[config.mk]
export PLATFORM = sky130hd
export DESIGN_NAME = lfsr_burst_ctrl
export DESIGN_NICKNAME = d
export VERILOG_FILES = /design/src/rtl/lfsr_burst_ctrl.sv
export SDC_FILE = /design/constraint.sdc
export NUM_CORES = 1
export LEC_CHECK = 0
export ABC_CLOCK_PERIOD_IN_PS = 4200
export BUFFER_PORTS_ARGS = -buffer_cell sky130_fd_sc_hd__buf_2
export CAP_MARGIN = 0
export CELL_PAD_IN_SITES_DETAIL_PLACEMENT = 1
export CELL_PAD_IN_SITES_GLOBAL_PLACEMENT = 1
export CORE_UTILIZATION = 41
export DETAILED_ROUTE_END_ITERATION = 12
export PLACE_DENSITY_LB_ADDON = 0.1
export SYNTH_ARGS = -nofsm -noshare
export SYNTH_HDL_FRONTEND = slang
export SYNTH_SLANG_ARGS = --single-unit
[constraint.sdc]
create_clock -name clk -period 4.2 [get_ports clk]
set_input_delay 0.42 -clock clk [delete_from_list [all_inputs] [get_ports clk]]
set_output_delay 0.42 -clock clk [all_outputs]
set_load 0.005 [all_outputs]
[src/rtl/lfsr_burst_ctrl.sv]
// Burst sequencer that turns LFSR (address, data) values into valid/ready write beats.
// Optional abort input is enabled by defining LFSR_BURST_ABORT_EN.
module lfsr_burst_ctrl #(
    parameter int DATA_W = 32,
    parameter int ADDR_W = 10,
    parameter int LEN_W  = 10
) (
    input  logic              clk,
    input  logic              rst,
    input  logic              start,
    input  logic [LEN_W-1:0]  burst_len,
`ifdef LFSR_BURST_ABORT_EN
    input  logic              abort,
`endif
    output logic              busy,
    output logic              done,
    output logic              lfsr_en_addr,
    output logic              lfsr_en_data,
    input  logic [ADDR_W-1:0] lfsr_addr,
    input  logic [DATA_W-1:0] lfsr_data,
    output logic              wr_valid,
    input  logic              wr_ready,
    output logic [ADDR_W-1:0] wr_addr,
    output logic [DATA_W-1:0] wr_data,
    output logic [LEN_W-1:0]  beats_sent
);

    typedef enum logic [2:0] {IDLE, CAPT, VALID, STEP, DONE} state_t;

    state_t             state, state_n;
    logic [LEN_W-1:0]   len_q, len_n, beats_n;
    logic [ADDR_W-1:0]  addr_n;
    logic [DATA_W-1:0]  data_n;
    logic               abort_i;

`ifdef LFSR_BURST_ABORT_EN
    assign abort_i = abort;
`else
    assign abort_i = 1'b0;
`endif

    always_comb begin
        state_n = state;
        len_n   = len_q;
        beats_n = beats_sent;
        addr_n  = wr_addr;
        data_n  = wr_data;
        case (state)
            IDLE: begin
                if (start) begin
                    beats_n = '0;
                    if (burst_len != '0) begin
                        len_n   = burst_len;
                        state_n = CAPT;
                    end else begin
                        state_n = DONE;
                    end
                end
            end
            CAPT: begin
                if (abort_i) begin
                    state_n = DONE;
                end else begin
                    addr_n  = lfsr_addr;
                    data_n  = lfsr_data;
                    state_n = VALID;
                end
            end
            VALID: begin
                // abort takes priority over a same-cycle accept: the beat is dropped
                if (abort_i) begin
                    state_n = DONE;
                end else if (wr_ready) begin
                    beats_n = beats_sent + 1'b1;
                    state_n = STEP;
                end
            end
            STEP: begin
                if (abort_i || beats_sent == len_q) state_n = DONE;
                else                                state_n = CAPT;
            end
            DONE:    state_n = IDLE;
            default: state_n = IDLE;
        endcase
    end

    // every output is a registered decode of the next state
    always_ff @(posedge clk or posedge rst) begin
        if (rst) begin
            state        <= IDLE;
            len_q        <= '0;
            beats_sent   <= '0;
            wr_addr      <= '0;
            wr_data      <= '0;
            busy         <= 1'b0;
            done         <= 1'b0;
            wr_valid     <= 1'b0;
            lfsr_en_addr <= 1'b0;
            lfsr_en_data <= 1'b0;
        end else begin
            state        <= state_n;
            len_q        <= len_n;
            beats_sent   <= beats_n;
            wr_addr      <= addr_n;
            wr_data      <= data_n;
            busy         <= (state_n != IDLE);
            done         <= (state_n == DONE);
            wr_valid     <= (state_n == VALID);
            lfsr_en_addr <= (state_n == STEP);
            lfsr_en_data <= (state_n == STEP);
        end
    end

endmodule

Yosys cells after proc, flatten, opt, wreduce, memory -nomap -nowiden
Index checks and enable logic that the tools add are counted.
Widths: inputs -> output; s select.
{"block": "classes", "addsub": 1, "n_reduce_logical": 6, "muxes": 8, "n_eq_ne": 9}
{"op": "$mux 10", "n": 2}
{"op": "$pmux 10 s2", "n": 1}
{"op": "$eq 3x2->1 const B", "n": 4}
{"op": "$mux 3", "n": 4}
{"op": "$pmux 3 s4", "n": 1}
{"op": "$add 10x1->10 const B", "n": 1}
{"op": "$eq 10x10->1", "n": 1}
{"op": "$reduce_bool 10->1", "n": 1}
{"op": "$reduce_and 3->1", "n": 2}
{"op": "$ne 2x2->1 const B", "n": 2}
{"op": "$eq 3x1->1 const B", "n": 1}
{"op": "$eq 3x3->1 const B", "n": 1}
{"op": "$logic_not 3->1", "n": 1}
{"op": "$reduce_bool 3->1", "n": 1}
{"op": "$reduce_bool 2->1", "n": 1}
{"block": "word_totals", "word_cells": 33, "out_inout_bits": 57, "register_bits": 69}

Longest topological paths before layout
Gate-level depths: netlist of the first run.
{"block": "logic_depth", "word_depth": 5, "mapped_depth": 7, "ltp_nobuf": 5}

Worst setup path after synthesis of the first run
Ideal clock, no wire load.
{"block": "synth_path", "kind": "input to register", "start": "in burst_len[4]", "end": "reg len_q[0]", "path_stages": 5, "path_slack_ns": 2.303, "arrival_time_ns": 1.772, "n_path_buf": 1, "path_cell_list": "or4_1 > nor4_4 > nor2b_2 > buf_6 > mux2_4"}
{"block": "synth_via", "elab_chain_cells": 2}
{"element": "start, declared", "line_no": "11", "rtl": "input logic [LEN_W-1:0] burst_len,"}
{"element": "$reduce_bool 10->1", "line_no": "52", "rtl": "if (burst_len != '0) begin"}
{"element": "$reduce_and 3->1 (no source line)"}
{"element": "end signal, assigned", "line_no": "102", "rtl": "len_q <= len_n;"}
{"element": "end, declared", "line_no": "31", "rtl": "logic [LEN_W-1:0] len_q, len_n, beats_n;"}
No other way between the ends.
A chain may end at the register's enable or synchronous reset.

Final worst setup path of the first run
{"block": "layout_path", "start": "reg state[2]", "end": "reg len_q[9]"}
{"block": "layout_via", "elab_chain_cells": 2}
{"element": "start, declared", "line_no": "30", "rtl": "state_t state, state_n;"}
{"element": "start signal, assigned", "line_no": "101", "rtl": "state <= state_n;"}
{"element": "$logic_not 3->1", "line_no": "48", "rtl": "case (state)"}
{"element": "$reduce_and 3->1 (no source line)"}
No other way between the ends.

==> results.md, run 1 <==
* Finished Core Util at 54.49%
* Crit path launch: state[2]$_DFF_PP0_
* Syn Inst Count at 207
* Fin. max-slew vios at 0
* Sequential area share after synthesis at 59.05%
* Highest Clock Rate at 422.7 MHz
* Post-synth cell types at 32
* CTS clk-pin slew, worst paths at 0.07 ns
* RSZ-0062 raised after global routing: false
* Period utilisation layout at 56.32%
* Maximum vdd ir drop at 0.0002849 V
* Pleak at 1.778 nW
* Worst setup EP type: flop
* Worst-path maximum fanout at 13
* Gates resized, CTS repair at 0
* Fill count at 769
* Detailed Routing Iterations Pass 1 at 4
* Via density at 4.805
* Largest net degree at the start of global routing at 45
* Post-synth top area share at 59.05%
* GPL Wtd Cong at 0.7918
* Final instance area at 3722 um2
* Multi-input logic area at 1116 um2
* Share of cells above drive strength 1 at 58.15%
* Crit Path Class: flop to flop
* Worst-case reg-to-reg path depth at 5
* R2r endpoint: len_q[9]$_DFFE_PP0P_
* Post-synth top flop: dfrtp_1
* Overall global routing resource usage at 17.57%
* Commonest non-fill, non-tap cell in the layout: buf_2
* Clock period minus worst slack at 2.366 ns
* CP required at 4.42 ns
* Rows at 30
* Die W at 86.45 um
* CP Data Arrival Time at 2.58 ns
* Final wirelength at 6177 um
* Iter 0 DRT Violations at 80
* Port bufs at 112
* Setup TNS at 0 ns
* Root Buffer: clkbuf_8
* Routed Antenna Nets at 0
* Global route overflow at 0
* DIE AREA at 7474 um2
* Hold Fails Final Rpt at 0
* Slew margin rel. at 23.73%
* Die extent in y at 86.45 um
* DRC viols at 0
* Worst Tran Pin Value at 1.129 ns
* Max_cap viols at 0
* Hold_ws at 0.2864 ns
* Syn. warnings at 0
* Final nets at 378
* Top post-synthesis cells by area: dfrtp_1, mux2_2, xnor2_1
* Maximum buffer depth of the clock tree at 2
* Antenna diodes at 0
* Synthesized area at 2924 um2
* Register area at 1727 um2
* Setup-failing EPs final at 0
* Crit start category: flop
* Skew final at 0.008220 ns
* DR vias at 2023
* CTS tree: built
* RR Startpoint: state[2]$_DFF_PP0_
* Layout Area Growth over Synthesis at 27.30%
* Initial Utilization at 42.80%
* First-pass GRT wire length at 9977 um
* Syn nets at 264
* Vias in the first global route at 2014
* Postcts setup bufs at 0
* Post-detail-place hpwl at 4572 um
* Placed instance area at 3557 um2
* H-tree Lvls at 3
* Clock buffer count from CTS at 9
* Commonest cells after routing, fill and taps aside: buf_2, dfrtp_1, mux2_2
* Clock Sinks at 69
* FF-to-FF setup slack at 1.83 ns
* Post-synth EDFFs at 0
* Power per Cell Area at 692.4 nW/um2
* FF+latch count, synth at 69
* Mean Syn Cell Area at 14.13 um2
* Core area at 6832 um2
* WL/cell at 14.67 um
* Post-synth ARST share at 100.0%
* Min-delay worst type: input port to async pin
* Worst setup path endpoint: len_q[9]$_DFFE_PP0P_
* Post-CTS Hold Fix Bufs at 0
* Antenna violations before repair at 0
* Clk_lat worst skew at 0.33 ns
* Status: complete, no violations
* Ports at 113
* Post-synth top area cell: dfrtp_1
-- worst min path at each step --
stage	end	slack, ns	cells after the start
5_1_grt	wr_data[9]$_DFFE_PP0P_	0.30	2
6_report	wr_addr[1]$_DFFE_PP0P_	0.29	2
2_1_floorplan	len_q[9]$_DFFE_PP0P_	0.50	1
4_1_cts	wr_data[10]$_DFFE_PP0P_	0.30	2
3_3_place_gp	wr_data[3]$_DFFE_PP0P_	0.48	1
3_5_place_dp	wr_addr[9]$_DFFE_PP0P_	0.49	1
-- critical path: stages (launching register included) --
cell and delay [ns]:
dfrtp_1 0.48, or2_0 0.34, nor3b_2 0.20, buf_4 0.21, nor2b_2 0.61, mux2_2 0.40
-- cell usage after synthesis, types with 2 or more instances --
master,instances
xnor2_1,14
nor3b_2,2
nor4_1,2
nand3_1,4
mux2_4,8
a22o_2,2
dfrtp_1,69
buf_2,7
nor2_1,11
mux2_2,44
inv_1,3
nor3_1,3
nand2_1,4
o21ai_0,5
nor2b_1,2
xor2_1,4
or4_1,2
nand4_1,7
-- kinds of logic after synthesis --
logic type | share of synthesized area (%)
xor+xnor | 5.391
flops | 59.05
buf+inv | 2.995
fa+ha+maj | 0.4278
compound gates | 1.797
mux | 21.40
simple gates | 8.943
-- routing by layer --
| metal | vias to the layer above | track usage (%) | share of wire [%] |
|---|---|---|---|
| li1 | 943 | - | - |
| met1 | 999 | 23.45 | 45 |
| met2 | 75 | 28.07 | 49 |
| met3 | 6 | 3.333 | 5.6 |
| met4 | 0 | 7.727 | 0.97 |
| met5 | - | 0 | 0 |
-- final cells by class --
class	count	area share [%]
Tap cell	96	3.227
Clock buffer	10	3.697
Inverter	3	0.3025
Timing Repair Buffer	115	15.66
Sequential cell	69	46.39
Clock inverter	5	0.7395
Multi-Input combinational cell	123	29.98
-- registers in the layout (all words and copies together), names as in the netlist --
register and flops:
wr_data 32, beats_sent 10, len_q 10, wr_addr 10, state 3, busy 1
done 1, lfsr_en_data 1, wr_valid 1
-- metrics by stage --
| stage | instances | power (mW) | setup WS, ns |
|---|---|---|---|
| floorplan | 207 | 1.791 | 2.040 |
| global placement | 406 | 2.122 | 1.896 |
| detailed placement | 406 | 2.158 | 1.837 |
| finish | 421 | 2.577 | 1.834 |
| CTS | 421 | 2.621 | 1.826 |
| global route | 421 | 2.774 | 1.699 |
-- where the power goes --
part | switching [mW] | internal (mW) | total, mW
sequential | 0.188 | 0.961 | 1.15
combinational | 0.385 | 0.588 | 0.972
clock | 0.233 | 0.223 | 0.456
Power figures use the tool's default switching activity.
==> run 2, diff against run 1 <==
--- a/config.mk
+++ b/config.mk
@@ -5,12 +5,12 @@
 export SDC_FILE = /design/constraint.sdc
 export NUM_CORES = 1
 export LEC_CHECK = 0
-export ABC_CLOCK_PERIOD_IN_PS = 4200
+export ABC_CLOCK_PERIOD_IN_PS = 2000
 export BUFFER_PORTS_ARGS = -buffer_cell sky130_fd_sc_hd__buf_2
 export CAP_MARGIN = 0
 export CELL_PAD_IN_SITES_DETAIL_PLACEMENT = 1
 export CELL_PAD_IN_SITES_GLOBAL_PLACEMENT = 1
-export CORE_UTILIZATION = 41
+export CORE_UTILIZATION = 34
 export DETAILED_ROUTE_END_ITERATION = 12
 export PLACE_DENSITY_LB_ADDON = 0.1
 export SYNTH_ARGS = -nofsm -noshare
==> constraint.sdc (replaced) <==
create_clock -name clk -period 2 [get_ports clk]
set_input_delay 0.2 -clock clk [delete_from_list [all_inputs] [get_ports clk]]
set_output_delay 0.2 -clock clk [all_outputs]
set_load 0.005 [all_outputs]
==> run 2 against run 1 <==
Compared with the run above:
- power rose by 130%
- critical path depth rose by 1
- cell area rose by 5.0%
- setup slack got worse by 1.6 ns
- critical path type unchanged
- non-clock buffer count rose by 10
- combinational power rose by 130%
- sequential share of layout area fell by 2.2 points
- sequential cell count did not move
==> results.md, run 2 (synthesis gave the netlist of run 1 again) <==
* Status: complete, no violations
* Ports at 113
* DRC viols at 0
* Clock Sinks at 69
* Port bufs at 112
* Antenna violations before repair at 0
* Worst Tran Pin Value at 0.4666 ns
* CP dominant cell by count: buf_4
* Fill count at 919
* Worst setup margin at 0.1924 ns
* Largest net degree at the start of global routing at 43
* DIE AREA at 8975 um2
* First-pass GRT wire length at 10820 um
* Final wirelength at 6597 um
* Largest stage delay, worst path at 0.38 ns
* Power per Cell Area at 1507 nW/um2
* Worst setup EP type: flop
* Rows at 33
* Clk_lat worst skew at 0.33 ns
* Initial Utilization at 35.41%
* Maximum buffer depth of the clock tree at 2
* Largest register by flop count: wr_data
* Slew margin rel. at 68.85%
* Worst-path maximum fanout at 5
* Share of cells above drive strength 1 at 59.23%
* CP Data Arrival Time at 2.02 ns
* Skew final at 0.009186 ns
* Final nets at 388
* Highest Clock Rate at 553.2 MHz
* Total Power at 5.891 mW
* CP required at 2.22 ns
* Setup-failing EPs final at 0
* Vias in the first global route at 2145
* Die W at 94.74 um
* Crit start category: flop
* Postcts setup bufs at 0
* Die extent in y at 94.74 um
* GPL Wtd Cong at 0.7310
* H-tree Lvls at 3
* WL/cell at 14.96 um
* Finished Core Util at 47.35%
* Slowest stage cell, crit path: dfrtp_1
* CTS clk-pin slew, worst paths at 0.08 ns
* Clock period minus worst slack at 1.808 ns
* Hold Fails Final Rpt at 0
* Routed Antenna Nets at 0
* Antenna diodes at 0
* Via density at 4.687
* Root Buffer: clkbuf_8
* Commonest non-fill, non-tap cell in the layout: buf_2
* Commonest cells after routing, fill and taps aside: buf_2, dfrtp_1, mux2_2
* Layout Area Growth over Synthesis at 33.72%
* Min-delay worst type: input port to flop
* Global route overflow at 0
* Iter 0 DRT Violations at 27
* RSZ-0062 raised after global routing: false
* Fin. max-slew vios at 0
* Max_cap viols at 0
* Clock buffer count from CTS at 9
* Overall global routing resource usage at 16.25%
* Crit Path Class: flop to flop
* CTS tree: built
* Detailed Routing Iterations Pass 1 at 3
* Dpl ws at 0.002067 ns
* Core area at 8258 um2
* Maximum vdd ir drop at 0.0004874 V
* Cell Chain, Critical Path: or2_0 -> buf_4 -> nor4_1 -> buf_4 -> nand3_1 -> mux2_2
* Largest register FFs at 32
* Pleak at 1.857 nW
* FF-to-FF setup slack at 0.19 ns
* Setup TNS at 0 ns
* Period utilisation layout at 90.38%
* Post-detail-place hpwl at 5011 um
* DR vias at 2067
[run 2: cell count changes in the layout (fill, tap and decap cells not counted), sizes merged]
cell	delta
dlygate4sd3	+1
bufinv	+2
buf	+9
clkinvlp	+2
clkbuf	+1
clkinv	-4
[run 2: final timing paths]
kind,startpoint,depth (start not counted),to
max,state[0]$_DFF_PP0_,6,beats_sent[9]$_DFFE_PP0P_
min,lfsr_data[25],2,wr_data[25]$_DFFE_PP0P_
max reg2reg,state[0]$_DFF_PP0_,6,beats_sent[9]$_DFFE_PP0P_
min reg2reg,wr_addr[7]$_DFFE_PP0P_,1,wr_addr[7]$_DFFE_PP0P_
max in group asynchronous,rst,4,wr_data[31]$_DFFE_PP0P_
min in group asynchronous,rst,3,wr_data[24]$_DFFE_PP0P_
[run 2: report_power, final]
part | total, mW | internal (mW) | switching (mW) | leakage, nW
combinational | 2.21 | 1.33 | 0.885 | 0.914
sequential | 2.38 | 2.02 | 0.367 | 0.836
clock | 1.29 | 0.770 | 0.523 | 0.108
[run 2: worst max-delay path, delay by kind of cell, from the launching register on]
family | cells | cell delay (ns)
simple gates | 3 | 0.69
mux | 1 | 0.28
buf+inv | 2 | 0.35
flops | 1 | 0.38
[run 2: routing by layer]
layer	wire length [um]	global-route usage [%]
met1	2885	20.34
met2	3218	26.08
met3	342	4.589
met4	150	7.197
met5	0	0
[run 2: final cells by class]
cell class / instances / area (um2) / area share (%)
Tap cell: 105 / 131.4 / 3.360
Timing Repair Buffer: 125 / 685.7 / 17.54
Clock inverter: 5 / 82.58 / 2.112
Sequential cell: 69 / 1727 / 44.16
Clock buffer: 11 / 151.4 / 3.872
Multi-Input combinational cell: 123 / 1121 / 28.67
Inverter: 3 / 11.26 / 0.2880
[run 2: repair_timing]
item / in CTS / in global routing
endpoints found under the setup margin: 1 / 0
hold buffers: 1 / 0
endpoints found under the hold margin: 19 / 0
gates resized for setup: 1 / 0
[run 2: stage by stage]
step / instance area (um2) / std cells / hold WS, ns
6_report: 3910 / 441 / 0.09327
5_1_grt: 3910 / 441 / 0.07204
4_1_cts: 3910 / 441 / 0.07258
2_1_floorplan: 2924 / 207 / 0.3168
3_3_place_gp: 3661 / 424 / 0.2483
3_5_place_dp: 3661 / 424 / 0.2437
